### src/rtl/dds_pkg.sv
// Shared DDS control definitions: FTW width and limits, auto-repeat
// multipliers, and the debouncer state encoding.
package dds_pkg;

   localparam int          FTW_W         = 32;
   localparam logic [31:0] FTW_RESET_DEF = 32'd171798691;
   localparam logic [31:0] FTW_MIN_DEF   = 32'd85899;
   localparam logic [31:0] FTW_MAX_DEF   = 32'd171798691;

   // Auto-repeat timing, expressed in units of the debounce interval.
   localparam int RPT_DELAY_MULT  = 25;
   localparam int RPT_PERIOD_MULT = 5;

   typedef enum logic [1:0] {
      DB_IDLE    = 2'd0,
      DB_ARM     = 2'd1,
      DB_PRESSED = 2'd2,
      DB_REL     = 2'd3
   } db_state_t;

endpackage

### src/rtl/btn_debounce.sv
// Single active-low push-button: 2-FF synchroniser, debounce FSM and
// stability down-counter. Produces a one-cycle event per registered press.
// Build option FTW_TUNER_AUTOREPEAT_EN adds a hold-to-repeat counter.
//
// state      | meaning
// -----------+------------------------------------------------------
// DB_IDLE    | button released and stable; waiting for a low level
// DB_ARM     | low seen; counting DB_CYCLES of stable low
// DB_PRESSED | press registered (event emitted on entry)
// DB_REL     | high seen; counting DB_CYCLES of stable high
module btn_debounce
   import dds_pkg::*;
#(
   parameter int DB_CYCLES = 500000
) (
   input  logic clk,
   input  logic rst_b,
   input  logic i_btn_n,
   output logic o_evt
);

   localparam int            CW       = $clog2(DB_CYCLES + 1);
   localparam logic [CW-1:0] CNT_LOAD = CW'(DB_CYCLES - 1);

   logic [1:0]    r_sync;
   db_state_t     r_state;
   db_state_t     w_state_nxt;
   logic [CW-1:0] r_cnt;
   logic          w_low;
   logic          w_cnt_tc;
   logic          w_press;
   logic          w_repeat;

   assign w_low    = ~r_sync[1];
   assign w_cnt_tc = (r_cnt == '0);

   // Two-flop synchroniser; resets to the released (high) level so a held
   // button must be seen fresh after reset.
   always_ff @(posedge clk or negedge rst_b) begin
      if (!rst_b) r_sync <= 2'b11;
      else        r_sync <= {r_sync[0], i_btn_n};
   end

   // State register.
   always_ff @(posedge clk or negedge rst_b) begin
      if (!rst_b) r_state <= DB_IDLE;
      else        r_state <= w_state_nxt;
   end

   // Next-state logic.
   always_comb begin
      w_state_nxt = r_state;
      case (r_state)
         DB_IDLE: begin
            if (w_low) w_state_nxt = DB_ARM;
         end
         DB_ARM: begin
            if (!w_low)        w_state_nxt = DB_IDLE;
            else if (w_cnt_tc) w_state_nxt = DB_PRESSED;
         end
         DB_PRESSED: begin
            if (!w_low) w_state_nxt = DB_REL;
         end
         DB_REL: begin
            if (w_low)         w_state_nxt = DB_PRESSED;
            else if (w_cnt_tc) w_state_nxt = DB_IDLE;
         end
         default: w_state_nxt = DB_IDLE;
      endcase
   end

   // Stability counter: reloaded on entry to ARM/REL, counts down while the
   // level holds and parks at terminal count.
   always_ff @(posedge clk or negedge rst_b) begin
      if (!rst_b) begin
         r_cnt <= '0;
      end else if ((r_state == DB_IDLE && w_low) || (r_state == DB_PRESSED && !w_low)) begin
         r_cnt <= CNT_LOAD;
      end else if (((r_state == DB_ARM && w_low) || (r_state == DB_REL && !w_low)) && !w_cnt_tc) begin
         r_cnt <= r_cnt - 1'b1;
      end
   end

`ifdef FTW_TUNER_AUTOREPEAT_EN
   localparam int            RW            = $clog2(RPT_DELAY_MULT * DB_CYCLES + 1);
   localparam logic [RW-1:0] RPT_DLY_LOAD  = RW'(RPT_DELAY_MULT * DB_CYCLES - 1);
   localparam logic [RW-1:0] RPT_PER_LOAD  = RW'(RPT_PERIOD_MULT * DB_CYCLES - 1);

   logic [RW-1:0] r_rpt;
   logic          w_rpt_tc;

   assign w_rpt_tc = (r_rpt == '0);

   // Repeat counter: initial delay armed by the press, then periodic while held.
   // A brief release (REL then back to PRESSED) keeps the current count.
   always_ff @(posedge clk or negedge rst_b) begin
      if (!rst_b) begin
         r_rpt <= '0;
      end else if (w_press) begin
         r_rpt <= RPT_DLY_LOAD;
      end else if (r_state == DB_PRESSED && w_low) begin
         r_rpt <= w_rpt_tc ? RPT_PER_LOAD : r_rpt - 1'b1;
      end
   end

   assign w_repeat = (r_state == DB_PRESSED) && w_low && w_rpt_tc;
`else
   assign w_repeat = 1'b0;
`endif

   // Output logic: event on the ARM->PRESSED transition, plus repeats.
   always_comb begin
      w_press = (r_state == DB_ARM) && w_low && w_cnt_tc;
      o_evt   = w_press | w_repeat;
   end

endmodule

### src/rtl/ftw_tuner.sv
// Debounced, saturating frequency-tuning-word controller for the DDS phase
// accumulator. N_STEP inc/dec button pairs each carry their own step; a host
// load presets the word. Any cycle with more than one button event is
// discarded. Build option FTW_TUNER_AUTOREPEAT_EN enables hold-to-repeat in
// the button debouncers.
module ftw_tuner
   import dds_pkg::*;
#(
   parameter int                  W          = FTW_W,
   parameter int                  N_STEP     = 3,
   parameter logic [W*N_STEP-1:0] STEP_TABLE = {32'd858993, 32'd85899, 32'd85},
   parameter logic [W-1:0]        FTW_RESET  = FTW_RESET_DEF,
   parameter logic [W-1:0]        FTW_MIN    = FTW_MIN_DEF,
   parameter logic [W-1:0]        FTW_MAX    = FTW_MAX_DEF,
   parameter int                  DB_CYCLES  = 500000
) (
   input  logic              clk,
   input  logic              reset,
   input  logic [N_STEP-1:0] inc_n,
   input  logic [N_STEP-1:0] dec_n,
   input  logic              load,
   input  logic [W-1:0]      load_val,
   output logic [W-1:0]      ftw,
   output logic              ftw_valid,
   output logic              sat
);

   logic                r_rst_meta;
   logic                r_rst_sync;
   logic                w_rst_b;
   logic [N_STEP-1:0]   w_inc_evt;
   logic [N_STEP-1:0]   w_dec_evt;
   logic [2*N_STEP-1:0] w_evt_all;
   logic                w_evt_multi;
   logic                w_evt_single;
   logic                w_is_inc;
   logic [W-1:0]        w_step;
   logic [W:0]          w_sum;
   logic [W-1:0]        w_diff;
   logic [W-1:0]        w_ftw_nxt;
   logic                w_sat_nxt;
   logic                w_wr;
   logic [W-1:0]        r_ftw;
   logic                r_valid;
   logic                r_sat;

   // Reset synchroniser: assert asynchronously, release on the second clock.
   always_ff @(posedge clk or negedge reset) begin
      if (!reset) begin
         r_rst_meta <= 1'b0;
         r_rst_sync <= 1'b0;
      end else begin
         r_rst_meta <= 1'b1;
         r_rst_sync <= r_rst_meta;
      end
   end

   assign w_rst_b = r_rst_sync;

   for (genvar gi = 0; gi < N_STEP; gi++) begin : g_btn
      btn_debounce #(.DB_CYCLES(DB_CYCLES)) u_inc (
         .clk    (clk),
         .rst_b  (w_rst_b),
         .i_btn_n(inc_n[gi]),
         .o_evt  (w_inc_evt[gi])
      );
      btn_debounce #(.DB_CYCLES(DB_CYCLES)) u_dec (
         .clk    (clk),
         .rst_b  (w_rst_b),
         .i_btn_n(dec_n[gi]),
         .o_evt  (w_dec_evt[gi])
      );
   end

   // Event arbitration: clearing the lowest set bit leaves anything only if
   // two or more events coincide.
   always_comb begin
      w_evt_all    = {w_dec_evt, w_inc_evt};
      w_evt_multi  = |(w_evt_all & (w_evt_all - 1'b1));
      w_evt_single = (|w_evt_all) && !w_evt_multi;
      w_is_inc     = |w_inc_evt;
   end

   // Step mux; only meaningful when exactly one event is present.
   always_comb begin
      w_step = '0;
      for (int i = 0; i < N_STEP; i++) begin
         if (w_inc_evt[i] || w_dec_evt[i]) w_step = w_step | STEP_TABLE[i*W +: W];
      end
   end

   // Next FTW: load beats a single button event; results are clamped exactly
   // so the register never holds an out-of-range value.
   always_comb begin
      w_sum     = {1'b0, r_ftw} + {1'b0, w_step};
      w_diff    = r_ftw - w_step;
      w_ftw_nxt = r_ftw;
      w_sat_nxt = r_sat;
      w_wr      = 1'b0;
      if (load) begin
         w_wr = 1'b1;
         if (load_val < FTW_MIN) begin
            w_ftw_nxt = FTW_MIN;
            w_sat_nxt = 1'b1;
         end else if (load_val > FTW_MAX) begin
            w_ftw_nxt = FTW_MAX;
            w_sat_nxt = 1'b1;
         end else begin
            w_ftw_nxt = load_val;
            w_sat_nxt = 1'b0;
         end
      end else if (w_evt_single) begin
         w_wr = 1'b1;
         if (w_is_inc) begin
            if (w_sum[W] || (w_sum > {1'b0, FTW_MAX})) begin
               w_ftw_nxt = FTW_MAX;
               w_sat_nxt = 1'b1;
            end else begin
               w_ftw_nxt = w_sum[W-1:0];
               w_sat_nxt = 1'b0;
            end
         end else begin
            if ((r_ftw < w_step) || (w_diff < FTW_MIN)) begin
               w_ftw_nxt = FTW_MIN;
               w_sat_nxt = 1'b1;
            end else begin
               w_ftw_nxt = w_diff;
               w_sat_nxt = 1'b0;
            end
         end
      end
   end

   // Output registers; ftw_valid marks every write, even a clamped no-change.
   always_ff @(posedge clk or negedge w_rst_b) begin
      if (!w_rst_b) begin
         r_ftw   <= FTW_RESET;
         r_sat   <= 1'b0;
         r_valid <= 1'b0;
      end else begin
         r_valid <= w_wr;
         if (w_wr) begin
            r_ftw <= w_ftw_nxt;
            r_sat <= w_sat_nxt;
         end
      end
   end

   assign ftw       = r_ftw;
   assign ftw_valid = r_valid;
   assign sat       = r_sat;

endmodule

### config.mk
export PLATFORM = sky130hd
export DESIGN_NAME = ftw_tuner
export DESIGN_NICKNAME = d
export VERILOG_FILES = /design/src/rtl/dds_pkg.sv /design/src/rtl/btn_debounce.sv /design/src/rtl/ftw_tuner.sv
export SDC_FILE = /design/constraint.sdc
export NUM_CORES = 1
export LEC_CHECK = 0
export CAP_MARGIN = 15
export CORE_UTILIZATION = 57
export CTS_BUF_LIST = sky130_fd_sc_hd__clkbuf_2 sky130_fd_sc_hd__clkbuf_4 sky130_fd_sc_hd__clkbuf_8
export CTS_CLUSTER_DIAMETER = 150
export CTS_CLUSTER_SIZE = 10
export DETAILED_ROUTE_END_ITERATION = 6
export PLACE_DENSITY = 0.79
export SLEW_MARGIN = 10
export SYNTH_ARGS = -nofsm -noshare
export SYNTH_HDL_FRONTEND = slang
export SYNTH_HIERARCHICAL = 1
export SYNTH_SLANG_ARGS = --single-unit
### constraint.sdc
create_clock -name clk -period 5.5 [get_ports clk]
set_input_delay 1.1 -clock clk [delete_from_list [all_inputs] [get_ports clk]]
set_output_delay 1.1 -clock clk [all_outputs]
set_load 0.1 [all_outputs]
# Word-level counts from Yosys, hierarchy flattened

Cells that the tools add are included.

Output and inout port bits: 34
Logic and storage cells: 249
Input port bits: 41
Flip-flop bits (word level): 174

Reduce and logical (&&, ||, !) cells: 90
Order comparisons: 5
Mux-type cells: 73
Bitwise logic cells: 7
Add/sub/neg operators: 9
Equality and inequality tests: 42

Operator list:

| kind                  | count |
|---|---|
| $mux 19               | 12 |
| $mux 32               | 7 |
| $logic_not 19->1      | 6 |
| $sub 19x1->19 const B | 6 |
| $mux 2                | 36 |
| $lt 32x17->1 const B  | 2 |
| $pmux 2 s4            | 6 |
| $logic_and 1x1->1     | 37 |
| $add 32x32->33        | 1 |
| $gt 33x28->1 const B  | 1 |
| $gt 32x28->1 const B  | 1 |
| $lt 32x32->1          | 1 |
| $sub 32x32->32        | 1 |
| $eq 2x2->1 const B    | 12 |
| $reduce_and 4->1      | 6 |
| $mux 20               | 1 |
| $ne 3x1->1 const B    | 6 |
| $ne 3x3->1 const B    | 6 |
| $logic_or 1x1->1      | 17 |
| $mux 17               | 1 |
| $reduce_bool 2->1     | 7 |
| $eq 2x1->1 const B    | 6 |
| $logic_not 2->1       | 6 |
| $ne 2x1->1 const B    | 6 |
| other kinds (10)      | 35 |

# Longest topological paths before layout

Gate-level depths: netlist (run 1).

Depth in word-level cells: 14
Gate-level depth with buffers: 27
Mapped depth without buffers: 25

# Hierarchy

Netlist (run 1), hierarchy kept.

By module, submodules not included:

| module       | cells each | area each (um^2) | times used |
|---|---|---|---|
| btn_debounce | 155        | 1,456.4          | 6 |
| ftw_tuner    | 776        | 5,565.3          | 1 |

# Worst setup path before layout (run 1)

OpenSTA, ideal clock, no wires.

Kind: reg2reg
From: reg g_btn[2].u_inc.r_cnt[5]
To: reg r_ftw[5], in the netlist ftw[5]
Path slack: -493 ps
Arrival: 5,908 ps
Stages on the path, launching flop included: 27
Setup time: 84 ps
Clock period less this slack: 5,993 ps
Data required time: 5,416 ps
Buffers on the path: 2
Path through: dfrtp_1 or4_4 buf_6 nor4_1 nand3_1 nor3_1 or2_2 inv_1 nand2_1 inv_1 nand2_1 ha_1 inv_1 fa_1 nand2b_1 a2111o_1 a211oi_1 o21a_1 o21ai_1 a2111oi_2 o2111a_1 nand4_1 a21boi_2 nor2_4 buf_2 nor4bb_1 nor3_1

Longest elaborated chain between the ends: 11

RTL lines:

| what                                                    | RTL line                           | RTL |
|---|---|---|
| start: declaration                                      | btn_debounce.sv:28                 | `logic [CW-1:0] r_cnt;` |
| start signal: assignment                                | btn_debounce.sv:80                 | `r_cnt <= r_cnt - 1'b1;` |
| $logic_not 19->1 *                                      | btn_debounce.sv:35                 | `assign w_cnt_tc = (r_cnt == '0);` |
| $logic_and 1x1->1 *                                     | btn_debounce.sv:113                | `w_press = (r_state == DB_ARM) && w_low && w_cnt_tc;` |
| named net w_evt_all[2]                                  | ftw_tuner.sv:33                    | `logic [2*N_STEP-1:0] w_evt_all;` |
| $logic_or 1x1->1                                        | ftw_tuner.sv:88                    | `if (w_inc_evt[i] \|\| w_dec_evt[i]) w_step = w_step \| STEP_TABLE[i*W +: W];` |
| $mux 20                                                 | ftw_tuner.sv:88                    |  |
| $add 32x32->33 / $sub 32x32->32 (equally long branches) | ftw_tuner.sv:95, ftw_tuner.sv:96   |  |
| $gt 33x28->1 / $lt 32x17->1 (equally long branches)     | ftw_tuner.sv:115, ftw_tuner.sv:123 |  |
| $logic_or 1x1->1, on equally long branches              | ftw_tuner.sv:115, ftw_tuner.sv:123 |  |
| $mux 32, on equally long branches                       | ftw_tuner.sv:115, ftw_tuner.sv:123 |  |
| $mux 32                                                 | ftw_tuner.sv:114                   | `if (w_is_inc) begin` |
| $mux 32                                                 | ftw_tuner.sv:112                   | `end else if (w_evt_single) begin` |
| $mux 32                                                 | ftw_tuner.sv:100                   | `if (load) begin` |
| end signal: assignment                                  | ftw_tuner.sv:143                   | `r_ftw <= w_ftw_nxt;` |
| end: declaration                                        | ftw_tuner.sv:43                    | `logic [W-1:0] r_ftw;` |

Mark *: on every way through the listed nets, which the timed path passes. The rest lies on a longest branch. The select of a mux whose other input is x is not followed.
A chain may end at the register's enable or synchronous reset.

# Final worst setup path (run 1)

From: reg g_btn[1].u_dec.r_cnt[12]
To: reg r_ftw[5], in the netlist ftw[5]

Longest elaborated chain between the ends: 12

RTL lines:

| what                                                    | RTL line                           | RTL |
|---|---|---|
| start: declaration                                      | btn_debounce.sv:28                 |  |
| start signal: assignment                                | btn_debounce.sv:80                 |  |
| $logic_not 19->1 *                                      | btn_debounce.sv:35                 |  |
| $logic_and 1x1->1 *                                     | btn_debounce.sv:113                |  |
| named net w_dec_evt[1]                                  | ftw_tuner.sv:32                    | `logic [N_STEP-1:0] w_dec_evt;` |
| $logic_or 1x1->1                                        | ftw_tuner.sv:88                    |  |
| $mux 17                                                 | ftw_tuner.sv:88                    |  |
| $mux 20                                                 | ftw_tuner.sv:88                    |  |
| $add 32x32->33 / $sub 32x32->32 (equally long branches) | ftw_tuner.sv:95, ftw_tuner.sv:96   |  |
| $gt 33x28->1 / $lt 32x17->1 (equally long branches)     | ftw_tuner.sv:115, ftw_tuner.sv:123 |  |
| $logic_or 1x1->1, on equally long branches              | ftw_tuner.sv:115, ftw_tuner.sv:123 |  |
| $mux 32, on equally long branches                       | ftw_tuner.sv:115, ftw_tuner.sv:123 |  |
| $mux 32                                                 | ftw_tuner.sv:114                   |  |
| $mux 32                                                 | ftw_tuner.sv:112                   |  |
| $mux 32                                                 | ftw_tuner.sv:100                   |  |

Marked as above.

==> impl_metrics.env, run 1 <==
export IMPL_status="complete, but fails checks"
export IMPL_violations="setup timing"
export IMPL_synth_commonest_cells="nor2_1 (155), dfrtp_1 (148), a21oi_1 (114), nand2_1 (111), o21ai_0 (92)"
export IMPL_max_freq_ghz=0.175
export IMPL_cts_max_level=4
export IMPL_yosysTopAreaCell="dfrtp_1"
export IMPL_clk_pin_slew_ps=120
export IMPL_critPathMaxFanout=5
export IMPL_arrival_ps=6110
export IMPL_reg2reg_from="g_btn[1].u_dec/r_cnt[12]$_DFFE_PN0P_"
export IMPL_routedWlPerCell_um=21.4
export IMPL_vdd_ir_drop_max_uv=161
export IMPL_final_util_pct=76.7
export IMPL_grtUsageMet2_pct=60.0
export IMPL_r2r_setup_slack_ps=-210
export IMPL_timing_final_ws_setup_ps=-206
export IMPL_postLayoutCellArea_um2=18800
export IMPL_grt_max_degree=64
export IMPL_path_class="flip-flop to flip-flop"
export IMPL_gr_usage_met1_pct=49.7
export IMPL_grt_total_usage_pct=37.6
export IMPL_powerDensity_nw_per_um2=174
export IMPL_hold_path_startpoint="g_btn[0].u_inc/r_sync[0]$_DFF_PN1_"
export IMPL_rsz0062_at_grt="yes"
export IMPL_ant_nets=0
export IMPL_clkLatencyLatePin_ps=480
export IMPL_syn_inst=1706
export IMPL_place_area_um2=17000
export IMPL_nets=2134
export IMPL_core_area_um2=24500
export IMPL_io_pin_count=75
export IMPL_worstHoldPathType="flip-flop to flip-flop"
export IMPL_finalCritPeriodShare_pct=104
export IMPL_rr_endpoint="ftw[5]$_DFFE_PN1P_"
export IMPL_hold_depth=0
export IMPL_syn_nets=1795
export IMPL_ys_types=99
export IMPL_yosys_cell_count_top_type="nor2_1"
export IMPL_grt_pass1_wl_mm=77.7
export IMPL_viasPerCell=6.78
export IMPL_rows=57
export IMPL_dieHeight_um=160
export IMPL_cts_hold_buffers_added=0
export IMPL_fin_skew_ps=20.0
export IMPL_worstHoldEndpoint="g_btn[0].u_inc/r_sync[1]$_DFF_PN1_"
export IMPL_end_kind="flip-flop"
export IMPL_fin_cells=2382
export IMPL_synthArstFlopShare_pct=100
export IMPL_syn_area_um2=14300
export IMPL_tightest_slew_ps=1010
export IMPL_tritoncts="yes"
export IMPL_yosysSeqAreaShare_pct=30.7
export IMPL_cts_root_buf="clkbuf_8"
export IMPL_critPathLaunchType="flip-flop"
export IMPL_drive_gt1_share_pct=30.3
export IMPL_finalHoldViolCount=0
export IMPL_initial_core_util_pct=58.5
export IMPL_required_ps=5900
export IMPL_drc=0
export IMPL_setup_violations=29
export IMPL_hpwl_mm=35.2
export IMPL_slew_limit_headroom_pct=32.1
export IMPL_wirelength_mm=51.0
export IMPL_grt_busiest_layer="met2"
export IMPL_maxCapViolCount=0
export IMPL_yosys_top_cells_area="dfrtp_1 (26%), dfstp_2 (4.8%), nor2_1 (4.1%), ha_1 (4.0%), a21oi_1 (4.0%)"
export IMPL_synth_top_area_share_pct=25.9
export IMPL_holdWs_ps=347
export IMPL_cts_buffers=17
export IMPL_power_total_mw=3.27
export IMPL_area_growth_pct=31.1
export IMPL_vias=16200
export IMPL_use_met3_pct=7.02
export IMPL_grt_pass1_vias=14900
export IMPL_synth_edf_count=0
export IMPL_placedCellCount=2283
export IMPL_fin_setup_tns_ps=-2850
export IMPL_cts_sinks=174
export IMPL_dieArea_um2=25700
export IMPL_ff2ff_path_depth=27
export IMPL_fillers=1697
export IMPL_gp_congestion=1.02
export IMPL_syn_area_per_cell_um2=8.38
export IMPL_dp_slack_ps=-321
export IMPL_clock_path_buffers=2
export IMPL_die_w_um=160
export IMPL_drtIter0Drc=1934
export IMPL_p_leak_nw=7.69
export IMPL_grt_ovfl_total=0
export IMPL_synth_warnings=6
export IMPL_antenna_found_initial=0
export IMPL_io_buffers=74
export IMPL_period_needed_ps=5710
export IMPL_drv_slew=0
export IMPL_yosys_most_used_dff="dfrtp_1"
export IMPL_dr_pass1_iters=6
export IMPL_ys_seq_elements=174
export IMPL_diodes=0
[report_power, final]
part	leakage [nW]	total (mW)	internal, mW	switching, mW
registers	2.00	1.44	1.35	0.0898
logic	5.48	0.856	0.337	0.519
clock network	0.208	0.970	0.396	0.575
total	7.69	3.27	2.08	1.18
[cell families (layout without fill, tap and decap cells)]
kind of cell / Yosys count / after routing / share of synthesized area (%)
flops: 174 / 174 / 30.7
xor+xnor: 57 / 57 / 3.49
fa+ha+maj: 48 / 48 / 4.30
simple gates: 671 / 671 / 26.3
mux: 3 / 3 / 0.210
other cells: 1 / 1 / 0.0262
buf+inv: 191 / 543 / 7.30
compound gates: 561 / 561 / 27.7
[registers in the layout (all words and copies together), names as in the netlist, named ones only]
name,cells
sat,1
g_btn.u_inc/r_cnt,57
g_btn.u_dec/r_state,3
g_btn.u_dec/r_cnt,57
g_btn.u_dec/r_sync,6
g_btn.u_inc/r_sync,6
ftw_valid,1
r_rst_sync,1
ftw,32
g_btn.u_inc/r_state,3
r_rst_meta,1
[cells in the final DEF (no fill, tap or decap), types with 12 or more instances in the layout]
| cell | instances |
|---|---|
| ha_1 | 35 |
| a311oi_1 | 18 |
| a21oi_2 | 12 |
| nor3_1 | 54 |
| o21ai_2 | 13 |
| dfstp_2 | 26 |
| o211ai_1 | 43 |
| xnor2_1 | 38 |
| a21oi_1 | 99 |
| a21o_1 | 23 |
| or4b_2 | 12 |
| nor4_1 | 43 |
| nand4b_1 | 13 |
| and4_1 | 20 |
| or3_1 | 16 |
| nor2_1 | 149 |
| xor2_1 | 15 |
| o31ai_1 | 24 |
| o21a_1 | 24 |
| buf_6 | 13 |
| nand2_1 | 104 |
| or4_1 | 16 |
| and3_1 | 20 |
| clkdlybuf4s50_1 | 74 |
| o22ai_1 | 14 |
| nand3_1 | 45 |
| o21ai_0 | 82 |
| clkbuf_8 | 18 |
| o41ai_1 | 12 |
| nand4_1 | 40 |
| inv_1 | 79 |
| a31oi_1 | 39 |
| or4_4 | 26 |
| dfrtp_1 | 147 |
| buf_4 | 335 |
[layer usage]
| layer | vias up | part of all wire (%) |
|---|---|---|
| met1 | 7735 | 39 |
| met2 | 972 | 46 |
| met4 | 0 | 4.8 |
| met3 | 194 | 9.6 |
| li1 | 7259 | - |
| met5 | - | 0 |
[what timing repair did]
action / CTS / global route
gates resized for setup: 37 / 139
setup endpoints to repair: 32 / 32
pin swaps: 17 / 63
setup buffers: 36 / 32
[area by class of cell]
| type | count | area (µm²) | share of cell area (%) |
|---|---|---|---|
| well taps | 324 | 405 | 2.16 |
| inverters | 87 | 337 | 1.79 |
| repair buffers | 424 | 3440 | 18.3 |
| flip-flops and latches | 174 | 4390 | 23.4 |
| multi-input cells | 1341 | 9770 | 52.1 |
| clock buffers | 18 | 248 | 1.32 |
| clock inverters | 14 | 171 | 0.914 |
[worst max-delay path by stage]
stage	start	end	slack, ps	depth (start not counted)
floorplan	g_btn[2].u_inc/r_cnt[13]$_DFFE_PN0P_	ftw[1]$_DFFE_PN1P_	-3	26
global placement	g_btn[1].u_inc/r_cnt[11]$_DFFE_PN0P_	ftw[15]$_DFFE_PN0P_	-260	18
detailed placement	g_btn[2].u_inc/r_cnt[13]$_DFFE_PN0P_	ftw[15]$_DFFE_PN0P_	-320	20
CTS	g_btn[2].u_dec/r_cnt[5]$_DFFE_PN0P_	ftw[5]$_DFFE_PN1P_	6	26
global route	g_btn[1].u_dec/r_cnt[12]$_DFFE_PN0P_	ftw[5]$_DFFE_PN1P_	-460	27
finish	g_btn[1].u_dec/r_cnt[12]$_DFFE_PN0P_	ftw[5]$_DFFE_PN1P_	-210	27
[critical path: stages (launching register included)]
cell      delay, ps
dfrtp_1         410
or4_4           540
nor4_4          320
nand3_2         160
nor3_4          300
nor2_4          100
buf_12          140
nand2_8          70
ha_4            130
inv_2            30
fa_2            330
nand2b_4        150
a2111o_1        440
a21oi_4         260
a31oi_1         150
xnor2_1         160
buf_4           150
nor4_4          220
buf_4           180
buf_6            80
o2111a_1        200
nand4_1         150
a21boi_4        190
nor2_4          130
buf_6           130
buf_4           110
nor4bb_2        270
nor3_1           70
No activity file was read; power rests on OpenSTA's default activity.
==> run 2: changes to the inputs <==
- ABC_AREA: default -> 1
- CORE_UTILIZATION: 57 -> 58
- PLACE_DENSITY: 0.79 -> 0.8
==> impl_metrics.env, run 2 <==
export IMPL_status="complete, no violations"
export IMPL_p_leak_nw=9.24
export IMPL_die_w_um=169
export IMPL_ys_types=52
export IMPL_grt_pass1_wl_mm=76.8
export IMPL_final_common_cell="nand2_1"
export IMPL_arrival_ps=5500
export IMPL_dieHeight_um=169
export IMPL_worstHoldPathType="flip-flop to flip-flop"
export IMPL_clock_path_buffers=2
export IMPL_fin_skew_ps=18.8
export IMPL_syn_nets=2702
export IMPL_cpLargestDelayFamily="simple AND/OR/NAND/NOR gates"
export IMPL_fin_setup_tns_ps=0
export IMPL_slew_limit_headroom_pct=30.1
export IMPL_hold_depth=0
export IMPL_drv_slew=0
export IMPL_cts_root_buf="clkbuf_8"
export IMPL_viasPerCell=5.44
export IMPL_io_buffers=74
export IMPL_power_total_mw=5.36
export IMPL_path_class="flip-flop to flip-flop"
export IMPL_drc=0
export IMPL_period_needed_ps=5090
export IMPL_cts_buffers=17
export IMPL_rsz0062_at_grt="yes"
export IMPL_synth_top_area_share_pct=22.9
export IMPL_synth_commonest_cells="nand2_1 (936), inv_1 (341), nor2_1 (312), nand3_1 (280), dfrtp_1 (148)"
export IMPL_critPathLaunchType="flip-flop"
export IMPL_rows=60
export IMPL_wirelength_mm=46.4
export IMPL_path_buf_inv=4
export IMPL_grt_pass1_vias=15300
export IMPL_max_freq_ghz=0.196
export IMPL_critPathMaxFanout=28
export IMPL_worst_path_stages=29
export IMPL_fillers=2581
export IMPL_required_ps=5910
export IMPL_syn_area_um2=16200
export IMPL_wl_met2_mm=20.5
export IMPL_drtIter0Drc=1656
export IMPL_ys_seq_elements=174
export IMPL_dieArea_um2=28600
export IMPL_yosys_cell_count_top_type="nand2_1"
export IMPL_crit_top_cell="nand2_1"
export IMPL_slowest_stage="fa_1"
export IMPL_maxCapViolCount=0
export IMPL_gp_congestion=1.02
export IMPL_diodes=0
export IMPL_postLayoutCellArea_um2=17400
export IMPL_ant_nets=0
export IMPL_hpwl_mm=36.0
export IMPL_syn_inst=2613
export IMPL_tightest_slew_ps=1040
export IMPL_synthArstFlopShare_pct=100
export IMPL_cts_max_level=4
export IMPL_clk_pin_slew_ps=120
export IMPL_nets=2745
export IMPL_yosys_top_cells_area="dfrtp_1 (23%), nand2_1 (22%), nand3_1 (8.7%), inv_1 (7.9%), nor2_1 (7.2%)"
export IMPL_io_pin_count=75
export IMPL_routed_top_layer="met4"
export IMPL_setup_violations=0
export IMPL_yosysSeqAreaShare_pct=27.1
export IMPL_wirelength_met1_mm=21.3
export IMPL_synth_edf_count=0
export IMPL_dp_slack_ps=171
export IMPL_place_area_um2=17000
export IMPL_tritoncts="yes"
export IMPL_syn_area_per_cell_um2=6.19
export IMPL_vdd_ir_drop_max_uv=228
export IMPL_powerDensity_nw_per_um2=307
export IMPL_drive_gt1_share_pct=9.93
export IMPL_finalHoldViolCount=0
export IMPL_ff2ff_path_depth=29
export IMPL_finalCritPeriodShare_pct=92.5
export IMPL_grt_ovfl_total=0
export IMPL_end_kind="flip-flop"
export IMPL_wl_met3_mm=3.72
export IMPL_dr_pass1_iters=6
export IMPL_routedWlPerCell_um=15.3
export IMPL_cts_sinks=174
export IMPL_antenna_found_initial=2
export IMPL_grt_max_degree=63
export IMPL_initial_core_util_pct=59.5
export IMPL_final_cell_mix="nand2_1 (935), inv_1 (341), nor2_1 (310), nand3_1 (280), dfrtp_1 (147)"
export IMPL_grt_total_usage_pct=33.6
export IMPL_core_area_um2=27200
export IMPL_yosys_most_used_dff="dfrtp_1"
export IMPL_area_growth_pct=7.82
export IMPL_synth_warnings=6
export IMPL_yosysTopAreaCell="dfrtp_1"
export IMPL_vias=16500
export IMPL_cpPeakStageDelay_ps=410
export IMPL_timing_final_ws_setup_ps=410
export IMPL_clkLatencyLatePin_ps=500
==> run 2: changes by cell type after synthesis, moves of 49 or more <==
cell	change
o21ai_0	-55
nand2_2	+56
nor2_1	+157
inv_1	+257
nand3_1	+232
a21oi_1	-62
nor4_1	-49
nand2_1	+825
==> run 2: cell type report <==
type | instances | area [µm²] | share of cell area (%)
tap | 372 | 465 | 2.67
multi-input combinational | 2021 | 10000 | 57.4
clock buffer | 17 | 234 | 1.34
clock inverter | 15 | 165 | 0.947
timing repair buffer | 90 | 861 | 4.94
sequential | 174 | 4390 | 25.2
inverter | 352 | 1320 | 7.58
==> run 2: what timing repair did <==
action	CTS	global route
hold buffers	0	0
setup endpoints to repair	0	33
hold endpoints to repair	0	0
buffers inserted	0	0
resized for setup	0	11
==> run 2: worst paths after layout <==
| kind | startpoint | to | slack (ps) |
|---|---|---|---|
| max | g_btn[2].u_inc/r_cnt[0]$_DFFE_PN0P_ | ftw[30]$_DFFE_PN0P_ | 410 |
| min | g_btn[2].u_dec/r_sync[0]$_DFF_PN1_ | g_btn[2].u_dec/r_sync[1]$_DFF_PN1_ | 360 |
| min reg2reg | g_btn[2].u_dec/r_sync[0]$_DFF_PN1_ | g_btn[2].u_dec/r_sync[1]$_DFF_PN1_ | 360 |
| max in group asynchronous | r_rst_sync$_DFF_PN0_ | g_btn[0].u_dec/r_cnt[18]$_DFFE_PN0P_ | 3790 |
| max reg2reg | g_btn[2].u_inc/r_cnt[0]$_DFFE_PN0P_ | ftw[30]$_DFFE_PN0P_ | 410 |
| min in group asynchronous | r_rst_sync$_DFF_PN0_ | g_btn[0].u_dec/r_cnt[0]$_DFFE_PN0P_ | 380 |
==> run 2: per-layer routing <==
metal	track usage, %	up-vias
met1	47.2	7594
met3	5.68	70
met4	8.77	0
met5	0	-
li1	-	8265
met2	53.5	601
==> run 2: power breakdown <==
| part | total (mW) | internal [mW] | switching [mW] |
|---|---|---|---|
| combinational | 2.53 | 0.804 | 1.73 |
| clock | 0.929 | 0.346 | 0.583 |
| sequential | 1.90 | 1.53 | 0.370 |
| total | 5.36 | 2.68 | 2.68 |
==> run 2: kinds of logic (layout without fill, tap and decap cells) <==
family                     count (synthesis)  in the layout  share of synthesized area [%]
and+or+nand+nor                         1773           1773                           49.1
buffers and inverters                    418            474                           11.3
DFF                                      174            174                           27.1
AOI/OAI and AO/OA                        154            154                           5.91
adders and majority gates                 48             48                           3.81
xor gates and xnor gates                  45             45                           2.76
other                                      1              1                         0.0232
==> run 2: per-stage QoR <==
step | utilization [%] | std cells | hold WS (ps)
final | 64.2 | 3041 | 360
after global routing | 64.2 | 3041 | 365
after CTS | 64.0 | 3041 | 360
after detailed placement | 62.6 | 3009 | 345
after global placement | 62.6 | 3009 | 344
after floorplan | - | 2613 | 331
==> run 3: changes to the inputs <==
- CAP_MARGIN: 15 -> default
- CORE_UTILIZATION: 58 -> 61
- DONT_BUFFER_PORTS: default -> 1
==> impl_metrics.env, run 3 (synthesized netlist as in run 2, its figures left out) <==
export IMPL_status="complete, no violations"
export IMPL_nets=2681
export IMPL_finalHoldViolCount=0
export IMPL_routedWlPerCell_um=15.3
export IMPL_initial_core_util_pct=62.1
export IMPL_vias=16400
export IMPL_ant_nets=0
export IMPL_maxCapViolCount=0
export IMPL_placedCellCount=2907
export IMPL_hpwl_mm=35.1
export IMPL_cts_buffers=17
export IMPL_grt_busiest_layer="met2"
export IMPL_drv_slew=0
export IMPL_fin_cells=2940
export IMPL_final_util_pct=64.5
export IMPL_worstHoldPathType="input pin to async pin"
export IMPL_slowest_stage="fa_1"
export IMPL_fillers=2465
export IMPL_grt_total_usage_pct=33.8
export IMPL_clkLatencyLatePin_ps=480
export IMPL_grt_pass1_vias=14800
export IMPL_postLayoutCellArea_um2=16800
export IMPL_drc=0
export IMPL_wirelength_mm=45.1
export IMPL_period_needed_ps=5190
export IMPL_clk_pin_slew_ps=110
export IMPL_antenna_found_initial=0
export IMPL_dr_pass1_iters=6
export IMPL_area_growth_pct=3.86
export IMPL_ff2ff_path_depth=32
export IMPL_diodes=0
export IMPL_vdd_ir_drop_max_uv=228
export IMPL_tightest_slew_ps=1210
export IMPL_die_w_um=165
export IMPL_grt_max_degree=173
export IMPL_viasPerCell=5.59
export IMPL_powerDensity_nw_per_um2=316
export IMPL_setup_violations=0
export IMPL_cts_max_level=4
export IMPL_r2r_setup_slack_ps=310
export IMPL_io_pin_count=75
export IMPL_p_leak_nw=9.02
export IMPL_gr_usage_met1_pct=45.6
export IMPL_required_ps=5910
export IMPL_grt_pass1_wl_mm=72.3
export IMPL_cts_sinks=174
export IMPL_dieHeight_um=165
export IMPL_use_met3_pct=7.58
export IMPL_rows=59
export IMPL_power_total_mw=5.32
export IMPL_critPathMaxFanout=11
export IMPL_crit_top_cell="nand2_1"
export IMPL_path_class="flip-flop to flip-flop"
export IMPL_grt_ovfl_total=0
export IMPL_cpPeakStageDelay_ps=430
export IMPL_clock_path_buffers=2
export IMPL_drtIter0Drc=1742
export IMPL_gp_congestion=1.08
export IMPL_io_buffers=0
export IMPL_arrival_ps=5590
export IMPL_final_common_cell="nand2_1"
export IMPL_finalCritPeriodShare_pct=94.3
export IMPL_dieArea_um2=27200
export IMPL_fin_setup_tns_ps=0
export IMPL_tritoncts="yes"
export IMPL_drive_gt1_share_pct=10.6
export IMPL_cts_hold_buffers_added=0
export IMPL_max_freq_ghz=0.193
export IMPL_end_kind="flip-flop"
export IMPL_cts_root_buf="clkbuf_8"
export IMPL_fin_skew_ps=26.2
export IMPL_place_area_um2=16300
export IMPL_final_cell_mix="nand2_1 (936), inv_1 (341), nor2_1 (309), nand3_1 (280), dfrtp_1 (147)"
export IMPL_grtUsageMet2_pct=53.6
export IMPL_core_area_um2=26100
export IMPL_critPathLaunchType="flip-flop"
export IMPL_rr_endpoint="ftw[19]$_DFFE_PN1P_"
export IMPL_reg2reg_from="g_btn[1].u_inc/r_cnt[0]$_DFFE_PN0P_"
export IMPL_slew_limit_headroom_pct=19.3
==> run 3: worst max-delay path, delay by kind of cell (launching register included) <==
kind	cells	cell delay (ps)
AO/OA/AOI/OAI	1	150
adder cells (fa/ha/maj)	3	940
buffers and inverters	5	790
flip-flops	1	410
AND/OR/NAND/NOR	23	2840
==> run 3: how the worst max path moves through the flow <==
| stage | from | end | slack [ps] | depth (start not counted) |
|---|---|---|---|---|
| after global routing | g_btn[2].u_dec/r_cnt[0]$_DFFE_PN0P_ | ftw[20]$_DFFE_PN1P_ | -8 | 34 |
| after CTS | g_btn[1].u_inc/r_cnt[0]$_DFFE_PN0P_ | ftw[19]$_DFFE_PN1P_ | 40 | 32 |
| after global placement | g_btn[1].u_inc/r_cnt[0]$_DFFE_PN0P_ | ftw[21]$_DFFE_PN1P_ | 170 | 32 |
| after detailed placement | g_btn[1].u_inc/r_cnt[0]$_DFFE_PN0P_ | ftw[19]$_DFFE_PN1P_ | 80 | 32 |
| after floorplan | r_rst_sync$_DFF_PN0_ | ftw[10]$_DFFE_PN0P_ | 340 | 0 |
| final | g_btn[1].u_inc/r_cnt[0]$_DFFE_PN0P_ | ftw[19]$_DFFE_PN1P_ | 310 | 32 |
==> run 3: cell type report <==
type	count	area, µm²	share of cell area [%]
multi-input cells	2021	10000	59.7
inverters	352	1320	7.86
flip-flops and latches	174	4390	26.1
repair buffers	26	208	1.24
clock buffers	20	275	1.64
clock inverters	12	150	0.894
well taps	335	419	2.49
==> run 3: through the flow <==
step / setup WS (ps) / hold WS [ps]
after floorplan: 338 / 331
final: 312 / 310
after global placement: 165 / 344
after detailed placement: 78.4 / 345
after CTS: 40.9 / 287
after global routing: -8.31 / 271
==> run 3: timing repair <==
item	in CTS	in global routing
resized for setup	0	16
endpoints found under the setup margin	0	33
setup buffers	0	1
==> run 3: per-layer routing <==
| metal | vias up | part of all wire [%] |
|---|---|---|
| met5 | - | 0 |
| met4 | 0 | 2.5 |
| met3 | 88 | 10 |
| met2 | 676 | 45 |
| met1 | 7545 | 43 |
| li1 | 8129 | - |
==> run 3: report_power, final <==
part	leakage (nW)	switching, mW	internal (mW)	total, mW
clock	0.216	0.537	0.416	0.954
combinational	6.69	1.60	0.752	2.35
sequential	2.12	0.477	1.54	2.01
total	9.02	2.61	2.70	5.32
